--- src/rtl/riscv_fetch_unit_if.sv ---
// riscv_fetch_unit_if: bundles the fetch unit's redirect, memory and decode
// handshakes.
//   master : fetch unit side (drives mem_req_*, insn_*)
//   slave  : environment side (memory, decode, redirect source)
interface riscv_fetch_unit_if #(
    parameter int XLEN = 32
);
    logic            redirect_valid;
    logic [XLEN-1:0] redirect_pc;
    logic            mem_req_valid;
    logic [XLEN-1:0] mem_req_addr;
    logic            mem_req_ready;
    logic            mem_resp_valid;
    logic [31:0]     mem_resp_data;
    logic            insn_valid;
    logic [XLEN-1:0] insn_pc;
    logic [31:0]     insn_data;
    logic            insn_ready;

    modport master (
        input  redirect_valid, redirect_pc, mem_req_ready, mem_resp_valid,
               mem_resp_data, insn_ready,
        output mem_req_valid, mem_req_addr, insn_valid, insn_pc, insn_data
    );

    modport slave (
        output redirect_valid, redirect_pc, mem_req_ready, mem_resp_valid,
               mem_resp_data, insn_ready,
        input  mem_req_valid, mem_req_addr, insn_valid, insn_pc, insn_data
    );
endinterface

--- src/rtl/riscv_fetch_unit.sv ---
// riscv_fetch_unit: decoupled instruction fetch.
// Issues sequential word fetches over a valid/ready memory port, accepts
// in-order responses of any latency, and buffers {pc, insn} in a DEPTH-entry
// queue drained by decode. A redirect flushes the queue and arranges for all
// responses still in flight to be discarded.
//   clk, rst_n : clock, asynchronous active-low reset
//   bus        : riscv_fetch_unit_if.master (redirect, mem_req/resp, insn)
module riscv_fetch_unit #(
    parameter int              XLEN     = 32,
    parameter int              DEPTH    = 4,
    parameter logic [XLEN-1:0] RESET_PC = '0
) (
    input  logic                   clk,
    input  logic                   rst_n,
    riscv_fetch_unit_if.master     bus
);
    localparam int AW = (DEPTH > 1) ? $clog2(DEPTH) : 1;
    localparam int CW = $clog2(DEPTH + 1);

    typedef struct packed {
        logic [XLEN-1:0] pc;
        logic [31:0]     data;
    } entry_t;

    logic            run_q, run_d;
    logic [XLEN-1:0] fetch_pc_q, fetch_pc_d;
    logic [XLEN-1:0] resp_pc_q, resp_pc_d;
    logic [CW-1:0]   inflight_q, inflight_d;
    logic [CW-1:0]   drop_q, drop_d;
    logic [CW-1:0]   count_q, count_d;
    logic [AW-1:0]   rd_ptr_q, rd_ptr_d;
    logic [AW-1:0]   wr_ptr_q, wr_ptr_d;
    entry_t          fifo_q [DEPTH];
    entry_t          fifo_d [DEPTH];

    logic [XLEN-1:0] redir_pc;
    logic [CW:0]     occupancy;
    logic            credit, req_fire, resp_ok, push, pop;
    logic            unused_redir_lsbs;

    assign redir_pc          = {bus.redirect_pc[XLEN-1:2], 2'b00};
    assign unused_redir_lsbs = ^bus.redirect_pc[1:0];

    // Outstanding requests plus queued entries never exceed DEPTH, so every
    // response that is kept always has a free slot.
    assign occupancy = {1'b0, inflight_q} + {1'b0, count_q};
    assign credit    = occupancy < (CW+1)'(DEPTH);

    // run_q holds off the first request until the first edge out of reset.
    assign bus.mem_req_valid = run_q && credit && !bus.redirect_valid;
    assign bus.mem_req_addr  = fetch_pc_q;
    assign bus.insn_valid    = (count_q != '0) && !bus.redirect_valid;
    assign bus.insn_pc       = fifo_q[rd_ptr_q].pc;
    assign bus.insn_data     = fifo_q[rd_ptr_q].data;

    assign req_fire = bus.mem_req_valid && bus.mem_req_ready;
    // A response with nothing outstanding is a protocol error and is ignored.
    assign resp_ok  = bus.mem_resp_valid && (inflight_q != '0);
    assign push     = resp_ok && !bus.redirect_valid && (drop_q == '0);
    assign pop      = bus.insn_valid && bus.insn_ready;

    always_comb begin
        run_d      = 1'b1;
        fetch_pc_d = fetch_pc_q;
        resp_pc_d  = resp_pc_q;
        inflight_d = inflight_q;
        drop_d     = drop_q;
        count_d    = count_q;
        rd_ptr_d   = rd_ptr_q;
        wr_ptr_d   = wr_ptr_q;
        fifo_d     = fifo_q;

        if (bus.redirect_valid) begin
            // Everything still outstanding belongs to the old stream; a
            // response landing this same cycle is already one of them.
            fetch_pc_d = redir_pc;
            resp_pc_d  = redir_pc;
            inflight_d = inflight_q - CW'(resp_ok);
            drop_d     = inflight_q - CW'(resp_ok);
            count_d    = '0;
            rd_ptr_d   = '0;
            wr_ptr_d   = '0;
        end else begin
            if (req_fire) fetch_pc_d = fetch_pc_q + XLEN'(4);
            inflight_d = inflight_q + CW'(req_fire) - CW'(resp_ok);
            if (resp_ok && (drop_q != '0)) drop_d = drop_q - CW'(1);
            if (push) begin
                fifo_d[wr_ptr_q] = '{pc: resp_pc_q, data: bus.mem_resp_data};
                wr_ptr_d         = wr_ptr_q + AW'(1);
                resp_pc_d        = resp_pc_q + XLEN'(4);
            end
            if (pop) rd_ptr_d = rd_ptr_q + AW'(1);
            count_d = count_q + CW'(push) - CW'(pop);
        end
    end

    always_ff @(posedge clk or negedge rst_n) begin
        if (!rst_n) begin
            run_q      <= 1'b0;
            fetch_pc_q <= RESET_PC;
            resp_pc_q  <= RESET_PC;
            inflight_q <= '0;
            drop_q     <= '0;
            count_q    <= '0;
            rd_ptr_q   <= '0;
            wr_ptr_q   <= '0;
            for (int i = 0; i < DEPTH; i++) fifo_q[i] <= '0;
        end else begin
            run_q      <= run_d;
            fetch_pc_q <= fetch_pc_d;
            resp_pc_q  <= resp_pc_d;
            inflight_q <= inflight_d;
            drop_q     <= drop_d;
            count_q    <= count_d;
            rd_ptr_q   <= rd_ptr_d;
            wr_ptr_q   <= wr_ptr_d;
            fifo_q     <= fifo_d;
        end
    end
endmodule

--- src/flat_wrapper.sv ---
// flat-port wrapper written by rule: the top's interface ports become plain ports
module riscv_fetch_unit_flat 
#(
    parameter int              XLEN     = 32,
    parameter int              DEPTH    = 4,
    parameter logic [XLEN-1:0] RESET_PC = '0
)
  (clk, rst_n, bus_redirect_valid, bus_redirect_pc, bus_mem_req_ready, bus_mem_resp_valid, bus_mem_resp_data, bus_insn_ready, bus_mem_req_valid, bus_mem_req_addr, bus_insn_valid, bus_insn_pc, bus_insn_data);
  riscv_fetch_unit_if #(.XLEN(XLEN)) bus_i ();
  input  logic clk;
  input  logic rst_n;
  input wire logic [$bits(bus_i.redirect_valid)-1:0] bus_redirect_valid;
  input wire logic [$bits(bus_i.redirect_pc)-1:0] bus_redirect_pc;
  input wire logic [$bits(bus_i.mem_req_ready)-1:0] bus_mem_req_ready;
  input wire logic [$bits(bus_i.mem_resp_valid)-1:0] bus_mem_resp_valid;
  input wire logic [$bits(bus_i.mem_resp_data)-1:0] bus_mem_resp_data;
  input wire logic [$bits(bus_i.insn_ready)-1:0] bus_insn_ready;
  output wire logic [$bits(bus_i.mem_req_valid)-1:0] bus_mem_req_valid;
  output wire logic [$bits(bus_i.mem_req_addr)-1:0] bus_mem_req_addr;
  output wire logic [$bits(bus_i.insn_valid)-1:0] bus_insn_valid;
  output wire logic [$bits(bus_i.insn_pc)-1:0] bus_insn_pc;
  output wire logic [$bits(bus_i.insn_data)-1:0] bus_insn_data;
  assign bus_i.redirect_valid = bus_redirect_valid;
  assign bus_i.redirect_pc = bus_redirect_pc;
  assign bus_i.mem_req_ready = bus_mem_req_ready;
  assign bus_i.mem_resp_valid = bus_mem_resp_valid;
  assign bus_i.mem_resp_data = bus_mem_resp_data;
  assign bus_i.insn_ready = bus_insn_ready;
  assign bus_mem_req_valid = bus_i.mem_req_valid;
  assign bus_mem_req_addr = bus_i.mem_req_addr;
  assign bus_insn_valid = bus_i.insn_valid;
  assign bus_insn_pc = bus_i.insn_pc;
  assign bus_insn_data = bus_i.insn_data;
  riscv_fetch_unit #(.XLEN(XLEN), .DEPTH(DEPTH), .RESET_PC(RESET_PC)) u_core (.clk(clk), .rst_n(rst_n), .bus(bus_i));
endmodule
--- config.mk ---
export PLATFORM = sky130hd
export DESIGN_NAME = riscv_fetch_unit_flat
export DESIGN_NICKNAME = d
export VERILOG_FILES = /design/src/rtl/riscv_fetch_unit_if.sv /design/src/rtl/riscv_fetch_unit.sv /design/src/flat_wrapper.sv
export SDC_FILE = /design/constraint.sdc
export NUM_CORES = 1
export LEC_CHECK = 0
export ABC_AREA = 1
export CAP_MARGIN = 20
export CORE_ASPECT_RATIO = 1.2
export CORE_UTILIZATION = 35
export CTS_CLUSTER_DIAMETER = 80
export DETAILED_ROUTE_END_ITERATION = 10
export PLACE_DENSITY = 0.5
export SLEW_MARGIN = 10
export SYNTH_ARGS = -nofsm -noshare
export SYNTH_HDL_FRONTEND = slang
export SYNTH_SLANG_ARGS = --single-unit
--- constraint.sdc ---
create_clock -name clk -period 3.15 [get_ports clk]
set_input_delay 0.7875 -clock clk [delete_from_list [all_inputs] [get_ports clk]]
set_output_delay 0.7875 -clock clk [all_outputs]
set_load 0.1 [all_outputs]
==> flow_summary_export.csv, run 1 <==
group,metric,value,unit
sta,finalSetupViolations,0,
clock_tree,clk-insertion-delay-late,0.53,ns
route,wire_per_inst,16.9,um
layout,final_common_cell,"nand2_1",
layout,fin_nets,2183,
synth,synth_area,0.0158,sq mm
sta,setup_ws,0.142,ns
sta,slew_headroom,58.5,%
synth,syn_avg_cell_area,8.01,sq um
sta,rsz0062_at_grt,"false",
setup_path,startpoint_type,"flop",
clock_tree,cts_root_buffer,"clkbuf_16",
layout,layout_common_cells,"519 x nand2_1, 320 x dfrtp_1, 232 x o21ai_1, 220 x nor2_1, 168 x o21ai_0",
setup_path,cp_top_family,"flip-flops",
die,row_count,84,
synth,async_flop_share,100,%
sta,slew_violations,0,
global_routing,grt_start_max_net_pins,125,
worst_hold_path,hp-class,"input port to async pin",
route,drt_wl_total,45300,um
route,drcViolationCount,0,
run,drv_cap,0,
global_routing,grt_first_pass_wirelength,73300,um
setup_path,worst-path-stages,4,
synth,synth_edf_count,0,
setup_path,max_stage_delay,0.70,ns
synth,yosysSeqAreaShare,51.0,%
power,ir_worst_vdd,0.000625,V
layout,areaGrowthSynthToFinish,26.8,%
setup_path,reg2reg_slack,0.79,ns
placement,port_buffers,161,
layout,diodes,0,
power,p_per_area,1120,mW/mm^2
route,ant_nets,0,
layout,instances_no_fill,2680,
die,dieArea,0.0460,sq mm
setup_path,crit_path_end_kind,"output port",
setup_path,ff2ff_path_depth,12,
die,die_y,235,um
global_routing,grt.total_usage,19.9,%
layout,multi_input_area,0.00696,sq mm
power,clkPwrFrac,19.3,%
power,p_comb_share,55.7,%
placement,place_ws,0.206,ns
placement,dp_hpwl,29600,um
setup_path,critical_path_arrival,2.22,ns
setup_path,path_buf_inv,2,
outcome,outcome,"finished, final reports clean",
power,p_leak,9.40,nW
synth,ys_types,34,
setup_path,critical_path_class,"flop to output port",
die,ios,168,
sta,period_share,95.5,%
route,drt_iter0_drc,711,
layout,fillers,4417,
die,initial_core_util,35.8,%
clock_tree,cts_sinks,322,
global_routing,use_met2,32.9,%
global_routing,grt_overflow,0,
clock_tree,htreeDepth,2,
setup_path,slowest_stage,"dfrtp_2",
route,vias,13625,
layout,final-seq-area,0.00806,sq mm
clock_tree,clock_path_buffers,3,
synth,yosys_register_bits,322,
route,routed_via_density,5.08,
power,switching_share,47.9,%
clock_tree,clkTransAtPathRegs,0.06,ns
clock_tree,cts_buffers,38,
synth,netlist_instances,1972,
sta,tightest_slew,0.623,ns
setup_path,timing.rr.end,"u_core.inflight_q[2]$_DFF_PN0_",
sta,fin_setup_tns,0,ns
clock_tree,cts_tree,"done",
power,switchingPower,0.0108,W
power,seq_power_share,25.0,%
global_routing,top_usage_layer,"met2",
setup_path,path_cells,"buf_4 -> o21ai_0 -> o22ai_2 -> buf_12",
sta,layout_min_cycle_time,3.01,ns
sta,fmax,332,MHz
sta,hold_ws,0.156,ns
die,die_x,196,um
global_routing,antenna_found_initial,0,
layout,drive_gt1_share,12.9,%
global_routing,use_met3,2.37,%
placement,post-place-cells,2614,
sta,final_hold_viol_count,0,
route,dr.pass1.iters,5,
synth,synth-main-ff-cell,"dfrtp_1",
synth,synth.yosys.warnings,0,
setup_path,crit_required,2.36,ns
power,finalPower,0.0225,W
global_routing,grt_pass1_vias,13342,
setup_path,crit_fanout,22,
sta,worst_clock_skew,0.0120,ns
die,core,0.0441,sq mm
placement,routabilityCongestion,0.882,
setup_path,r2r_start,"u_core.count_q[1]$_DFF_PN0_",
power,p_int,0.0117,W
global_routing,met1_usage,27.0,%
power groups by stage:
stage | Combinational, W | Clock, W | Sequential [W]
after floorplan | 0.00796 | 0 | 0.00601
after global placement | 0.0126 | 0 | 0.00566
after detailed placement | 0.0127 | 0 | 0.00569
after CTS | 0.0127 | 0.00449 | 0.00562
after global routing | 0.0132 | 0.00466 | 0.00575
final | 0.0125 | 0.00435 | 0.00563
synthesized netlist by cell type, types with 8 or more instances:
master	n	area share, %
buf_6	28	2.0
o21ai_1	232	7.3
o211ai_1	13	0.62
nand3_1	96	3.0
clkbuf_1	56	1.3
dfrtp_1	322	51
xor2_1	14	0.78
nand4_1	8	0.32
o22ai_1	62	2.5
buf_1	10	0.24
nor2_1	221	5.3
nand3b_1	12	0.57
buf_2	18	0.57
o21ai_2	8	0.44
ha_1	16	1.3
inv_1	127	3.0
nand2_1	519	12
o21ai_0	168	5.3
sequential cells by signal, indices dropped and copies added, names as in the netlist:
register,cells
u_core.bus.mem_req_addr,30
u_core.count_q,3
u_core.drop_q,3
u_core.fifo_q,248
u_core.inflight_q,3
u_core.rd_ptr_q,2
u_core.resp_pc_q,30
u_core.run_q,1
u_core.wr_ptr_q,2
layout make-up:
class                   instances  share of cell area, %
flip-flops and latches        322                   40.2
multi-input cells            1405                   34.8
inverters                     131                   2.46
repair buffers                197                   13.0
clock inverters                13                  0.731
clock buffers                  53                   5.33
well taps                     559                   3.49
worst reg2reg max path: cells and delay by family, from the launching register on:
family	cells	cell delay, ns
adder cells (fa/ha/maj)	3	0.86
flip-flops	1	0.44
XOR/XNOR	1	0.15
AND/OR/NAND/NOR	7	0.72
buffers and inverters	1	0.06
layer usage:
layer	wire length [um]	part of all wire, %	up-vias
li1	-	-	6718
met4	1260	2.8	0
met5	0	0	-
met2	21500	47	292
met3	1740	3.8	77
met1	20900	46	6538
logic make-up (layout without fill, tap and decap cells):
group / count (synthesis) / after routing / share of synthesized area (%)
and+or+nand+nor: 869 / 869 / 22.3
buffers and inverters: 248 / 394 / 7.48
other: 2 / 5 / 0.0475
adders and majority gates: 18 / 18 / 1.52
AOI/OAI and AO/OA: 493 / 493 / 16.5
DFF: 322 / 322 / 51.0
xor gates and xnor gates: 20 / 20 / 1.11
worst max-delay path by stage:
stage	start	end	slack, ns
finish	u_core.rd_ptr_q[1]$_DFFE_PN0P_	bus_insn_data[16]	0.14
global route	u_core.rd_ptr_q[1]$_DFFE_PN0P_	bus_insn_data[0]	0.01
CTS	u_core.rd_ptr_q[0]$_DFFE_PN0P_	bus_insn_data[7]	0.02
detailed placement	bus_mem_resp_valid	u_core.inflight_q[2]$_DFF_PN0_	0.21
global placement	bus_mem_resp_valid	u_core.inflight_q[2]$_DFF_PN0_	0.17
floorplan	u_core.rd_ptr_q[0]$_DFFE_PN0P_	bus_insn_data[0]	0.01
repair_timing:
action | CTS | global route
hold buffers | 0 | 0
setup endpoints to repair | 0 | 2
resized for setup | 0 | 1
hold endpoints to repair | 0 | 0
buffers inserted | 0 | 0
through the flow:
stage	util, %	cell area (sq um)
2_1_floorplan	-	16200
3_3_place_gp	42.6	18800
3_5_place_dp	42.6	18800
4_1_cts	45.4	20000
5_1_grt	45.4	20000
6_report	45.4	20000
Note: power is estimated with default switching activity, not from simulation.
==> inputs of run 2 (changes only) <==
SKIP_CTS_REPAIR_TIMING = 1   (was not set)
clock period = 3.5 ns   (was 3.15 ns; I/O delays follow)
==> flow_summary_export.csv, run 2 (synthesis gave the netlist of run 1 again) <==
group,metric,value,unit
power,switching_share,48.2,%
setup_path,timing.rr.end,"u_core.inflight_q[2]$_DFF_PN0_",
die,dieArea,0.0460,sq mm
route,dr.pass1.iters,5,
layout,fin_nets,2172,
route,drcViolationCount,0,
clock_tree,cts_sinks,322,
sta,hold_ws,0.266,ns
die,die_x,196,um
die,initial_core_util,35.8,%
die,row_count,84,
setup_path,max_stage_delay,0.43,ns
layout,areaGrowthSynthToFinish,23.7,%
clock_tree,clock_path_buffers,3,
global_routing,grt.total_usage,19.9,%
layout,final_cell_area,0.0195,sq mm
power,ir_worst_vdd,0.000583,V
setup_path,crit_fanout,124,
sta,finalSetupViolations,0,
clock_tree,cts_root_buffer,"clkbuf_16",
sta,fmax,310,MHz
setup_path,r2r_start,"u_core.inflight_q[1]$_DFF_PN0_",
layout,instances_no_fill,2671,
die,ios,168,
setup_path,cp_common_cell,"buf_12",
clock_tree,clk-insertion-delay-late,0.53,ns
power,seq_power_share,25.6,%
placement,post_dp_cell_area,0.0183,sq mm
setup_path,critical_path_arrival,2.35,ns
power,finalPower,0.0198,W
setup_path,slowest_stage,"dfrtp_4",
sta,fin_setup_tns,0,ns
sta,slew_headroom,55.8,%
sta,period_share,92.1,%
sta,worst_clock_skew,0.0104,ns
placement,routabilityCongestion,0.875,
power,p_comb_share,54.9,%
setup_path,crit_path_end_kind,"output port",
sta,slew_violations,0,
power,clkPwrFrac,19.5,%
clock_tree,cts_buffers,38,
clock_tree,clkTransAtPathRegs,0.06,ns
die,core,0.0441,sq mm
global_routing,antenna_found_initial,0,
layout,top_register,"u_core.fifo_q",
setup_path,path_buf_inv,2,
setup_path,reg2reg_slack,1.02,ns
global_routing,grt_start_max_net_pins,125,
setup_path,critical_path_class,"flop to output port",
sta,rsz0062_at_grt,"false",
run,drv_cap,0,
setup_path,cp_top_family,"buffers and inverters",
route,drt_wl_total,44800,um
route,vias,13567,
setup_path,startpoint_type,"flop",
layout,layout_common_cells,"519 x nand2_1, 320 x dfrtp_1, 232 x o21ai_1, 220 x nor2_1, 168 x o21ai_0",
layout,final_common_cell,"nand2_1",
route,ant_nets,0,
placement,dp_hpwl,28000,um
setup_path,ff2ff_path_depth,12,
global_routing,grt_pass1_vias,13293,
global_routing,grt_first_pass_wirelength,73800,um
route,drt_iter0_drc,818,
placement,port_buffers,161,
layout,largest_reg_flops,248,
power,p_int,0.0102,W
layout,diodes,0,
layout,drive_gt1_share,9.66,%
sta,final_hold_viol_count,0,
clock_tree,htreeDepth,2,
route,wire_per_inst,16.8,um
power,p_per_area,1010,mW/mm^2
power,switchingPower,0.00954,W
outcome,outcome,"finished, final reports clean",
setup_path,path_cells,"buf_12 -> o21ai_0 -> o22ai_1 -> buf_12",
sta,layout_min_cycle_time,3.22,ns
route,routed_via_density,5.08,
sta,tightest_slew,0.664,ns
placement,post-place-cells,2603,
power,p_leak,9.20,nW
worst_hold_path,hp-class,"input port to async pin",
die,die_y,235,um
clock_tree,cts_tree,"done",
global_routing,grt_overflow,0,
setup_path,crit_required,2.62,ns
run 2: cell count changes in the layout (fill, tap and decap cells not counted), sizes merged:
| cell | previous run | this run |
|---|---|---|
| buf | 132 | 121 |
| bufinv | 3 | 1 |
| clkbuf | 53 | 57 |
| clkinv | 9 | 10 |
| clkinvlp | 1 | 0 |
run 2: power groups by stage:
stage | logic, W | registers (W) | clock network [W]
finish | 0.0109 | 0.00506 | 0.00386
global route | 0.0114 | 0.00517 | 0.00414
CTS | 0.0110 | 0.00505 | 0.00398
detailed placement | 0.0110 | 0.00511 | 0
global placement | 0.0109 | 0.00510 | 0
floorplan | 0.00674 | 0.00541 | 0
run 2: layout make-up:
class                      count  area, sq um
fill                        4446        24600
sequential                   322         8060
multi-input combinational   1405         6580
timing repair buffer         186         2500
clock buffer                  57         1120
tap                          559          699
inverter                     131          493
clock inverter                11         87.6
run 2: worst max-delay path by stage:
| stage | end | slack, ns | depth (start not counted) | start |
|---|---|---|---|---|
| 6_report | bus_insn_pc[15] | 0.28 | 4 | u_core.rd_ptr_q[0]$_DFFE_PN0P_ |
| 5_1_grt | bus_insn_pc[26] | 0.19 | 5 | u_core.rd_ptr_q[0]$_DFFE_PN0P_ |
| 4_1_cts | bus_insn_data[6] | 0.24 | 5 | u_core.rd_ptr_q[0]$_DFFE_PN0P_ |
| 3_5_place_dp | u_core.inflight_q[2]$_DFF_PN0_ | 0.34 | 11 | bus_mem_resp_valid |
| 3_3_place_gp | u_core.inflight_q[2]$_DFF_PN0_ | 0.34 | 11 | bus_mem_resp_valid |
| 2_1_floorplan | bus_insn_pc[10] | 0.06 | 6 | u_core.rd_ptr_q[0]$_DFFE_PN0P_ |
run 2: metal layers:
metal,share of wire [%],GRT usage [%],wire [um]
met5,0,0,0
met1,47,27.8,21200
met4,1.8,4.90,800
met3,4.2,2.76,1900
met2,47,32.5,20900
run 2: metrics by stage:
stage               utilization (%)  setup WS [ns]
finish                         44.3          0.278
global route                   44.3          0.195
CTS                            44.3          0.236
detailed placement             41.5          0.341
global placement               41.5          0.338
floorplan                         -         0.0620
